`src/rtl/hbm_scrub_engine_if.sv`:
```
// Memory-side port of the HBM scrub engine: req/ack handshake with read data and ECC status.
// master: scrub engine. slave: HBM channel controller (or a model of it).
interface hbm_scrub_engine_if #(
  parameter int unsigned ADDR_W = 16,
  parameter int unsigned DATA_W = 64
) ();

  logic              mem_req;
  logic              mem_we;
  logic [ADDR_W-1:0] mem_addr;
  logic [DATA_W-1:0] mem_wdata;
  logic              mem_ack;
  logic [DATA_W-1:0] mem_rdata;
  logic              mem_ecc_ce;
  logic              mem_ecc_ue;

  modport master (
    output mem_req,
    output mem_we,
    output mem_addr,
    output mem_wdata,
    input  mem_ack,
    input  mem_rdata,
    input  mem_ecc_ce,
    input  mem_ecc_ue
  );

  modport slave (
    input  mem_req,
    input  mem_we,
    input  mem_addr,
    input  mem_wdata,
    output mem_ack,
    output mem_rdata,
    output mem_ecc_ce,
    output mem_ecc_ue
  );

endinterface

```
`src/rtl/hbm_scrub_engine.sv`:
```
// HBM scrub engine: services demand scrubs from the SEU healer and runs a paced patrol scrub.
// Each scrub reads a word; correctable data is written back, uncorrectable addresses are reported.
// Optional ack watchdog enabled by defining HBM_SCRUB_WATCHDOG_EN (ACK_TIMEOUT cycles).
module hbm_scrub_engine #(
  parameter int unsigned ADDR_W          = 16,
  parameter int unsigned DATA_W          = 64,
  parameter int unsigned PATROL_INTERVAL = 1024,
  parameter int unsigned ACK_TIMEOUT     = 256
) (
  input  logic               clk_2gt,
  input  logic               rst_n,
  input  logic               scrub_trigger,
  input  logic [ADDR_W-1:0]  err_addr,
  input  logic               patrol_en,
  hbm_scrub_engine_if.master mem_bus,
  output logic               scrub_busy,
  output logic               scrub_done,
  output logic [15:0]        ce_count,
  output logic               ue_flag,
  output logic [ADDR_W-1:0]  ue_addr,
  input  logic               ue_clear,
  output logic               req_overflow,
  output logic [ADDR_W-1:0]  patrol_addr,
  output logic               patrol_wrap,
  output logic               scrub_timeout
);

  if (PATROL_INTERVAL < 2 || ACK_TIMEOUT < 1) begin : g_bad_params
    $error("hbm_scrub_engine: PATROL_INTERVAL must be >= 2 and ACK_TIMEOUT >= 1");
  end

  localparam int unsigned IntW = $clog2(PATROL_INTERVAL);
  localparam logic [IntW-1:0] IntLast = IntW'(PATROL_INTERVAL - 1);

  typedef enum logic [1:0] {StIdle, StRd, StWr, StDone} state_e;

  state_e            state_q;
  logic              req_q;
  logic              we_q;
  logic [ADDR_W-1:0] addr_q;
  logic [DATA_W-1:0] wdata_q;
  logic              pend_vld_q;
  logic [ADDR_W-1:0] pend_addr_q;
  logic [IntW-1:0]   int_q;
  logic              is_patrol_q;
  logic [15:0]       ce_count_q;
  logic              ue_flag_q;
  logic [ADDR_W-1:0] ue_addr_q;
  logic              overflow_q;
  logic [ADDR_W-1:0] patrol_addr_q;
  logic              wrap_q;
  logic              done_q;
  logic              wd_expire;

`ifdef HBM_SCRUB_WATCHDOG_EN
  localparam int unsigned WdW = $clog2(ACK_TIMEOUT + 1);
  localparam logic [WdW-1:0] WdLast = WdW'(ACK_TIMEOUT - 1);

  logic [WdW-1:0] wd_q;
  logic           timeout_q;

  assign wd_expire = (wd_q == WdLast);

  // Count cycles the current request has waited for ack; restarts for each new request.
  always_ff @(posedge clk_2gt or negedge rst_n) begin
    if (!rst_n) begin
      wd_q      <= '0;
      timeout_q <= 1'b0;
    end else begin
      if (state_q == StIdle || mem_bus.mem_ack) begin
        wd_q <= '0;
      end else if (req_q) begin
        wd_q <= wd_q + 1'b1;
      end
      if ((state_q == StRd || state_q == StWr) && !mem_bus.mem_ack && wd_expire) begin
        timeout_q <= 1'b1;
      end
    end
  end

  assign scrub_timeout = timeout_q;
`else
  assign wd_expire     = 1'b0;
  assign scrub_timeout = 1'b0;
`endif

  // Scrub FSM with registered memory-port and status outputs.
  always_ff @(posedge clk_2gt or negedge rst_n) begin
    if (!rst_n) begin
      state_q       <= StIdle;
      req_q         <= 1'b0;
      we_q          <= 1'b0;
      addr_q        <= '0;
      wdata_q       <= '0;
      pend_vld_q    <= 1'b0;
      pend_addr_q   <= '0;
      is_patrol_q   <= 1'b0;
      ce_count_q    <= '0;
      ue_flag_q     <= 1'b0;
      ue_addr_q     <= '0;
      overflow_q    <= 1'b0;
      patrol_addr_q <= '0;
      wrap_q        <= 1'b0;
      done_q        <= 1'b0;
    end else begin
      done_q <= 1'b0;
      wrap_q <= 1'b0;
      // A UE detected below on the same edge overrides this clear.
      if (ue_clear) begin
        ue_flag_q <= 1'b0;
      end
      unique case (state_q)
        StIdle: begin
          if (pend_vld_q) begin
            state_q     <= StRd;
            req_q       <= 1'b1;
            we_q        <= 1'b0;
            addr_q      <= pend_addr_q;
            is_patrol_q <= 1'b0;
            // A trigger on this edge refills the slot just freed.
            if (scrub_trigger) begin
              pend_addr_q <= err_addr;
            end else begin
              pend_vld_q <= 1'b0;
            end
          end else if (scrub_trigger) begin
            state_q     <= StRd;
            req_q       <= 1'b1;
            we_q        <= 1'b0;
            addr_q      <= err_addr;
            is_patrol_q <= 1'b0;
          end else if (patrol_en && int_q == IntLast) begin
            state_q     <= StRd;
            req_q       <= 1'b1;
            we_q        <= 1'b0;
            addr_q      <= patrol_addr_q;
            is_patrol_q <= 1'b1;
          end
        end
        StRd: begin
          if (mem_bus.mem_ack) begin
            if (mem_bus.mem_ecc_ue) begin
              req_q     <= 1'b0;
              ue_flag_q <= 1'b1;
              ue_addr_q <= addr_q;
              state_q   <= StDone;
            end else if (mem_bus.mem_ecc_ce) begin
              if (ce_count_q != 16'hFFFF) begin
                ce_count_q <= ce_count_q + 16'd1;
              end
              we_q    <= 1'b1;
              wdata_q <= mem_bus.mem_rdata;
              state_q <= StWr;
            end else begin
              req_q   <= 1'b0;
              state_q <= StDone;
            end
          end else if (wd_expire) begin
            req_q   <= 1'b0;
            we_q    <= 1'b0;
            state_q <= StDone;
          end
        end
        StWr: begin
          if (mem_bus.mem_ack || wd_expire) begin
            req_q   <= 1'b0;
            we_q    <= 1'b0;
            state_q <= StDone;
          end
        end
        StDone: begin
          done_q  <= 1'b1;
          state_q <= StIdle;
          if (is_patrol_q) begin
            patrol_addr_q <= patrol_addr_q + 1'b1;
            wrap_q        <= &patrol_addr_q;
          end
        end
        default: state_q <= StIdle;
      endcase
      // Demand arriving mid-scrub goes to the single pending slot, or is dropped.
      if (state_q != StIdle && scrub_trigger) begin
        if (!pend_vld_q) begin
          pend_vld_q  <= 1'b1;
          pend_addr_q <= err_addr;
        end else begin
          overflow_q <= 1'b1;
        end
      end
    end
  end

  // Patrol pacing counter: advances only while idle with no demand work waiting.
  always_ff @(posedge clk_2gt or negedge rst_n) begin
    if (!rst_n) begin
      int_q <= '0;
    end else if (!patrol_en) begin
      int_q <= '0;
    end else if (state_q == StIdle && !pend_vld_q && !scrub_trigger) begin
      if (int_q == IntLast) begin
        int_q <= '0;
      end else begin
        int_q <= int_q + 1'b1;
      end
    end
  end

  assign mem_bus.mem_req   = req_q;
  assign mem_bus.mem_we    = we_q;
  assign mem_bus.mem_addr  = addr_q;
  assign mem_bus.mem_wdata = wdata_q;

  assign scrub_busy   = (state_q != StIdle);
  assign scrub_done   = done_q;
  assign ce_count     = ce_count_q;
  assign ue_flag      = ue_flag_q;
  assign ue_addr      = ue_addr_q;
  assign req_overflow = overflow_q;
  assign patrol_addr  = patrol_addr_q;
  assign patrol_wrap  = wrap_q;

endmodule

```
`src/flat_wrapper.sv`:
```
// flat-port wrapper written by rule: the top's interface ports become plain ports
module hbm_scrub_engine_flat 
#(
  parameter int unsigned ADDR_W          = 16,
  parameter int unsigned DATA_W          = 64,
  parameter int unsigned PATROL_INTERVAL = 1024,
  parameter int unsigned ACK_TIMEOUT     = 256
)
  (clk_2gt, rst_n, scrub_trigger, err_addr, patrol_en, scrub_busy, scrub_done, ce_count, ue_flag, ue_addr, ue_clear, req_overflow, patrol_addr, patrol_wrap, scrub_timeout, mem_bus_mem_req, mem_bus_mem_we, mem_bus_mem_addr, mem_bus_mem_wdata, mem_bus_mem_ack, mem_bus_mem_rdata, mem_bus_mem_ecc_ce, mem_bus_mem_ecc_ue);
  hbm_scrub_engine_if #(.ADDR_W(ADDR_W), .DATA_W(DATA_W)) mem_bus_i ();
  input  logic clk_2gt;
  input  logic rst_n;
  input  logic scrub_trigger;
  input  logic [ADDR_W-1:0] err_addr;
  input  logic patrol_en;
  output logic scrub_busy;
  output logic scrub_done;
  output logic [15:0] ce_count;
  output logic ue_flag;
  output logic [ADDR_W-1:0] ue_addr;
  input  logic ue_clear;
  output logic req_overflow;
  output logic [ADDR_W-1:0] patrol_addr;
  output logic patrol_wrap;
  output logic scrub_timeout;
  output wire logic [$bits(mem_bus_i.mem_req)-1:0] mem_bus_mem_req;
  output wire logic [$bits(mem_bus_i.mem_we)-1:0] mem_bus_mem_we;
  output wire logic [$bits(mem_bus_i.mem_addr)-1:0] mem_bus_mem_addr;
  output wire logic [$bits(mem_bus_i.mem_wdata)-1:0] mem_bus_mem_wdata;
  input wire logic [$bits(mem_bus_i.mem_ack)-1:0] mem_bus_mem_ack;
  input wire logic [$bits(mem_bus_i.mem_rdata)-1:0] mem_bus_mem_rdata;
  input wire logic [$bits(mem_bus_i.mem_ecc_ce)-1:0] mem_bus_mem_ecc_ce;
  input wire logic [$bits(mem_bus_i.mem_ecc_ue)-1:0] mem_bus_mem_ecc_ue;
  assign mem_bus_mem_req = mem_bus_i.mem_req;
  assign mem_bus_mem_we = mem_bus_i.mem_we;
  assign mem_bus_mem_addr = mem_bus_i.mem_addr;
  assign mem_bus_mem_wdata = mem_bus_i.mem_wdata;
  assign mem_bus_i.mem_ack = mem_bus_mem_ack;
  assign mem_bus_i.mem_rdata = mem_bus_mem_rdata;
  assign mem_bus_i.mem_ecc_ce = mem_bus_mem_ecc_ce;
  assign mem_bus_i.mem_ecc_ue = mem_bus_mem_ecc_ue;
  hbm_scrub_engine #(.ADDR_W(ADDR_W), .DATA_W(DATA_W), .PATROL_INTERVAL(PATROL_INTERVAL), .ACK_TIMEOUT(ACK_TIMEOUT)) u_core (.clk_2gt(clk_2gt), .rst_n(rst_n), .scrub_trigger(scrub_trigger), .err_addr(err_addr), .patrol_en(patrol_en), .mem_bus(mem_bus_i), .scrub_busy(scrub_busy), .scrub_done(scrub_done), .ce_count(ce_count), .ue_flag(ue_flag), .ue_addr(ue_addr), .ue_clear(ue_clear), .req_overflow(req_overflow), .patrol_addr(patrol_addr), .patrol_wrap(patrol_wrap), .scrub_timeout(scrub_timeout));
endmodule
```
`config.mk`:
```
export PLATFORM = sky130hd
export DESIGN_NAME = hbm_scrub_engine_flat
export DESIGN_NICKNAME = d
export VERILOG_FILES = /design/src/rtl/hbm_scrub_engine_if.sv /design/src/rtl/hbm_scrub_engine.sv /design/src/flat_wrapper.sv
export SDC_FILE = /design/constraint.sdc
export NUM_CORES = 1
export LEC_CHECK = 0
export BUFFER_PORTS_ARGS = -buffer_cell sky130_fd_sc_hd__buf_2
export CORE_MARGIN = 8
export CORE_UTILIZATION = 40
export DETAILED_ROUTE_END_ITERATION = 16
export SYNTH_ARGS = -nofsm -noshare
export SYNTH_HDL_FRONTEND = slang
export SYNTH_SLANG_ARGS = --single-unit
```
`constraint.sdc`:
```
create_clock -name clk_2gt -period 2.35 [get_ports clk_2gt]
set_input_delay 0.47 -clock clk_2gt [delete_from_list [all_inputs] [get_ports clk_2gt]]
set_output_delay 0.47 -clock clk_2gt [all_outputs]
set_load 0.01 [all_outputs]
```
==> results.py <==
metrics = {
    "status": {
        "outcome": "complete, no violations",
    },
    "sta": {
        "holdWs_ns": 0.227,
        "period_needed_ns": 2.07,
        "fin_worst_skew_ns": 0.00992,
        "finalCritPeriodShare_pct": 88.1,
        "hold_viol_final": 0,
        "rsz0062_at_grt": "no",
        "setup_viol": 0,
        "clock.fmax_mhz": 483,
        "slew_violations": 0,
        "worst_slack_ns": 0.280,
        "setup_tns_ns": 0,
    },
    "clock_network": {
        "clkTransAtPathRegs_ns": 0.07,
        "clk_latency_ns": 0.42,
        "cts_sinks": 164,
        "cts_tree": "done",
        "cts_setup_buffers": 0,
        "cts_resized": 0,
        "root_buffer": "clkbuf_16",
        "numCtsBuffers": 17,
        "h-tree-depth": 4,
        "cts_buffer_depth": 2,
    },
    "critical_path": {
        "cp_max_fo": 7,
        "r2r_start": "u_core.state_q[0]",
        "cp.required_ns": 1.88,
        "reg2reg_to": "u_core.int_q[9]",
        "worstRegToRegCells": 6,
        "crit_chain": "inv_1, ha_1, inv_1, buf_2",
        "path_buf_inv": 3,
        "crit_top_cell": "inv_1",
        "critical_path_arrival_ns": 1.60,
        "cp-start-kind": "register",
        "reg2reg_slack_ns": 0.35,
        "crit_slowest_cell": "dfrtp_1",
        "path_delay_family": "buffers and inverters",
        "cp-end-kind": "output port",
        "critPathMaxStageDelay_ns": 0.41,
        "criticalPathCategory": "register to output port",
    },
    "global_route": {
        "overflow": 0,
        "grt_pass1_wl_um": 29000,
        "antenna_found_initial": 0,
        "first_global_vias": 5473,
        "grt_max_degree": 69,
        "track_usage_pct": 16.3,
    },
    "cells_and_area": {
        "finalNonFillerCells": 1146,
        "final_common_cell": "nand2_1",
        "design_area_um2": 9190,
        "final_cell_mix": "229 x nand2_1, 221 x buf_2, 164 x dfrtp_1, 42 x mux2_2, 22 x o21ai_0",
        "layout.nets": 1000,
        "drive_above_1_share_pct": 36.6,
        "antenna_cells": 0,
        "syn_to_final_growth_pct": 27.2,
    },
    "floorplan": {
        "rows": 49,
        "pin_count": 224,
        "die_h_um": 150,
        "initial_core_util_pct": 40.5,
        "dieArea_um2": 22600,
        "core_region_area_um2": 17800,
        "die_w_um": 150,
    },
    "synthesis": {
        "syn_nets": 773,
        "seq_area_frac_synth_pct": 56.9,
        "yosys.area.top_type": "dfrtp_1",
        "avgSynthCellArea_um2": 10.7,
        "synth_area_um2": 7220,
        "synthTopCellsByArea": "dfrtp_1 57%, nand2_1 12%, mux2_2 6.6%, xnor2_1 2.5%, mux2i_1 2.4%",
        "yosys_warnings": 0,
        "synthArstFlopShare_pct": 100,
        "synth_cells": 677,
        "yosysTopAreaCellShare_pct": 56.9,
        "synth_cell_types": 52,
        "ys.flop_type": "dfrtp_1",
        "synth-edff-count": 0,
        "ys_ff_latch": 164,
    },
    "pwr": {
        "p_int_w": 0.00698,
        "p_sw_w": 0.00364,
        "p_leak_nw": 4.91,
        "switching_share_pct": 34.3,
        "pwr-share-clk_pct": 25.8,
        "combPwrFrac_pct": 32.8,
        "p_seq_share_pct": 41.4,
        "peakVddDrop_v": 0.000527,
        "power_density_nw_per_um2": 1160,
    },
    "routing": {
        "drc": 0,
        "wl_per_cell_um": 16.1,
        "drt_iter0_markers": 208,
        "avgViaCountPerCell": 4.82,
        "dr.pass1.iters": 4,
        "totalWireLength_um": 18500,
        "dr_total_vias": 5519,
        "ant_nets": 0,
    },
    "min_path": {
        "min_to": "u_core.ue_flag",
        "hold_start": "ue_clear",
        "min_path_cells": 2,
        "hp-class": "input pin to register",
    },
    "placed_design": {
        "dp_hpwl_um": 13800,
        "place_area_um2": 8600,
        "gp_congestion": 0.784,
        "dpl_worst_slack_ns": 0.337,
        "dp.cells": 1113,
        "io_buffers": 222,
    },
    "flow_run": {
        "maxCapViolCount": 0,
    },
}
==> stage by stage <==
stage	power, W	util, %
after global routing	0.0113	51.5
after detailed placement	0.00801	48.2
after CTS	0.0108	51.5
after global placement	0.00792	48.2
after floorplan	0.00649	-
final	0.0106	51.5
==> cell type report <==
cell class | count | area [um2]
inverter | 14 | 52.6
multi-input combinational | 471 | 2910
sequential | 164 | 4100
tap | 229 | 287
timing repair buffer | 236 | 1250
clock inverter | 14 | 140
clock buffer | 18 | 439
fill | 1687 | 8660
==> logic make-up after synthesis <==
kind of cell	Yosys count	share of synthesized area, %
flip-flops	164	56.9
multiplexers	69	11.0
XOR/XNOR	33	4.00
AO/OA/AOI/OAI	47	4.30
buffers and inverters	42	2.81
other	1	0.0520
AND/OR/NAND/NOR	313	19.6
adder cells (fa/ha/maj)	8	1.39
==> sequential cells by signal, indices dropped and copies added (netlist names) <==
| signal | cells |
|---|---|
| u_core.ue_addr | 16 |
| u_core.mem_bus.mem_addr | 16 |
| u_core.patrol_wrap | 1 |
| u_core.pend_addr_q | 16 |
| u_core.scrub_done | 1 |
| u_core.pend_vld_q | 1 |
| u_core.mem_bus.mem_wdata | 64 |
| u_core.is_patrol_q | 1 |
| u_core.ce_count | 16 |
| u_core.patrol_addr | 16 |
| u_core.state_q | 2 |
| u_core.mem_bus.mem_we | 1 |
| u_core.mem_bus.mem_req | 1 |
| u_core.int_q | 10 |
| u_core.ue_flag | 1 |
| u_core.req_overflow | 1 |
==> what timing repair did <==
action,4_1_cts,5_1_grt
endpoints found under the hold margin,29,0
hold buffers,1,0
setup endpoints to repair,0,0
==> worst register-to-register path, delay by kind of cell, from the launching register on <==
family                     cells  cell delay (ns)
buffers and inverters          1             0.14
DFF                            1             0.41
and+or+nand+nor                1             0.52
adders and majority gates      1             0.33
AOI/OAI and AO/OA              3             0.51
==> routing by layer <==
metal  vias up  part of all wire, %  wire length (um)  global-route usage (%)
met1      2598                   45              8390                    21.9
li1       2715                    -                 -                       -
met2       191                   45              8240                    25.0
met3        15                  9.1              1690                    4.81
met5         -                    0                 0                       0
met4         0                 0.98               181                    4.95
==> power by group through the flow <==
stage	sequential (W)	combinational (W)	clock, W
2_1_floorplan	0.00475	0.00174	0
3_3_place_gp	0.00443	0.00350	0
3_5_place_dp	0.00446	0.00355	0
4_1_cts	0.00440	0.00357	0.00283
5_1_grt	0.00453	0.00388	0.00294
6_report	0.00439	0.00348	0.00274
==> synth_stat cells, drive strengths merged (6+ instances only) <==
cell type / count
buf: 16
clkbuf: 12
dfrtp: 164
ha: 8
inv: 14
mux2: 52
mux2i: 17
nand2: 230
nand3: 18
nand4: 14
nor2: 17
nor3: 7
nor4: 6
o21ai: 23
xnor2: 21
xor2: 12
==> worst max-delay path by stage <==
stage / cells past startpoint / from / end
final: 4 / u_core.state_q[0] / scrub_busy
after global routing: 4 / u_core.state_q[1] / scrub_busy
after CTS: 4 / u_core.state_q[0] / scrub_busy
after detailed placement: 6 / u_core.state_q[0] / u_core.state_q[1]
after global placement: 5 / patrol_en / u_core.mem_bus.mem_addr[7]
after floorplan: 8 / u_core.state_q[0] / u_core.int_q[7]
Power figures use the tool's default switching activity.
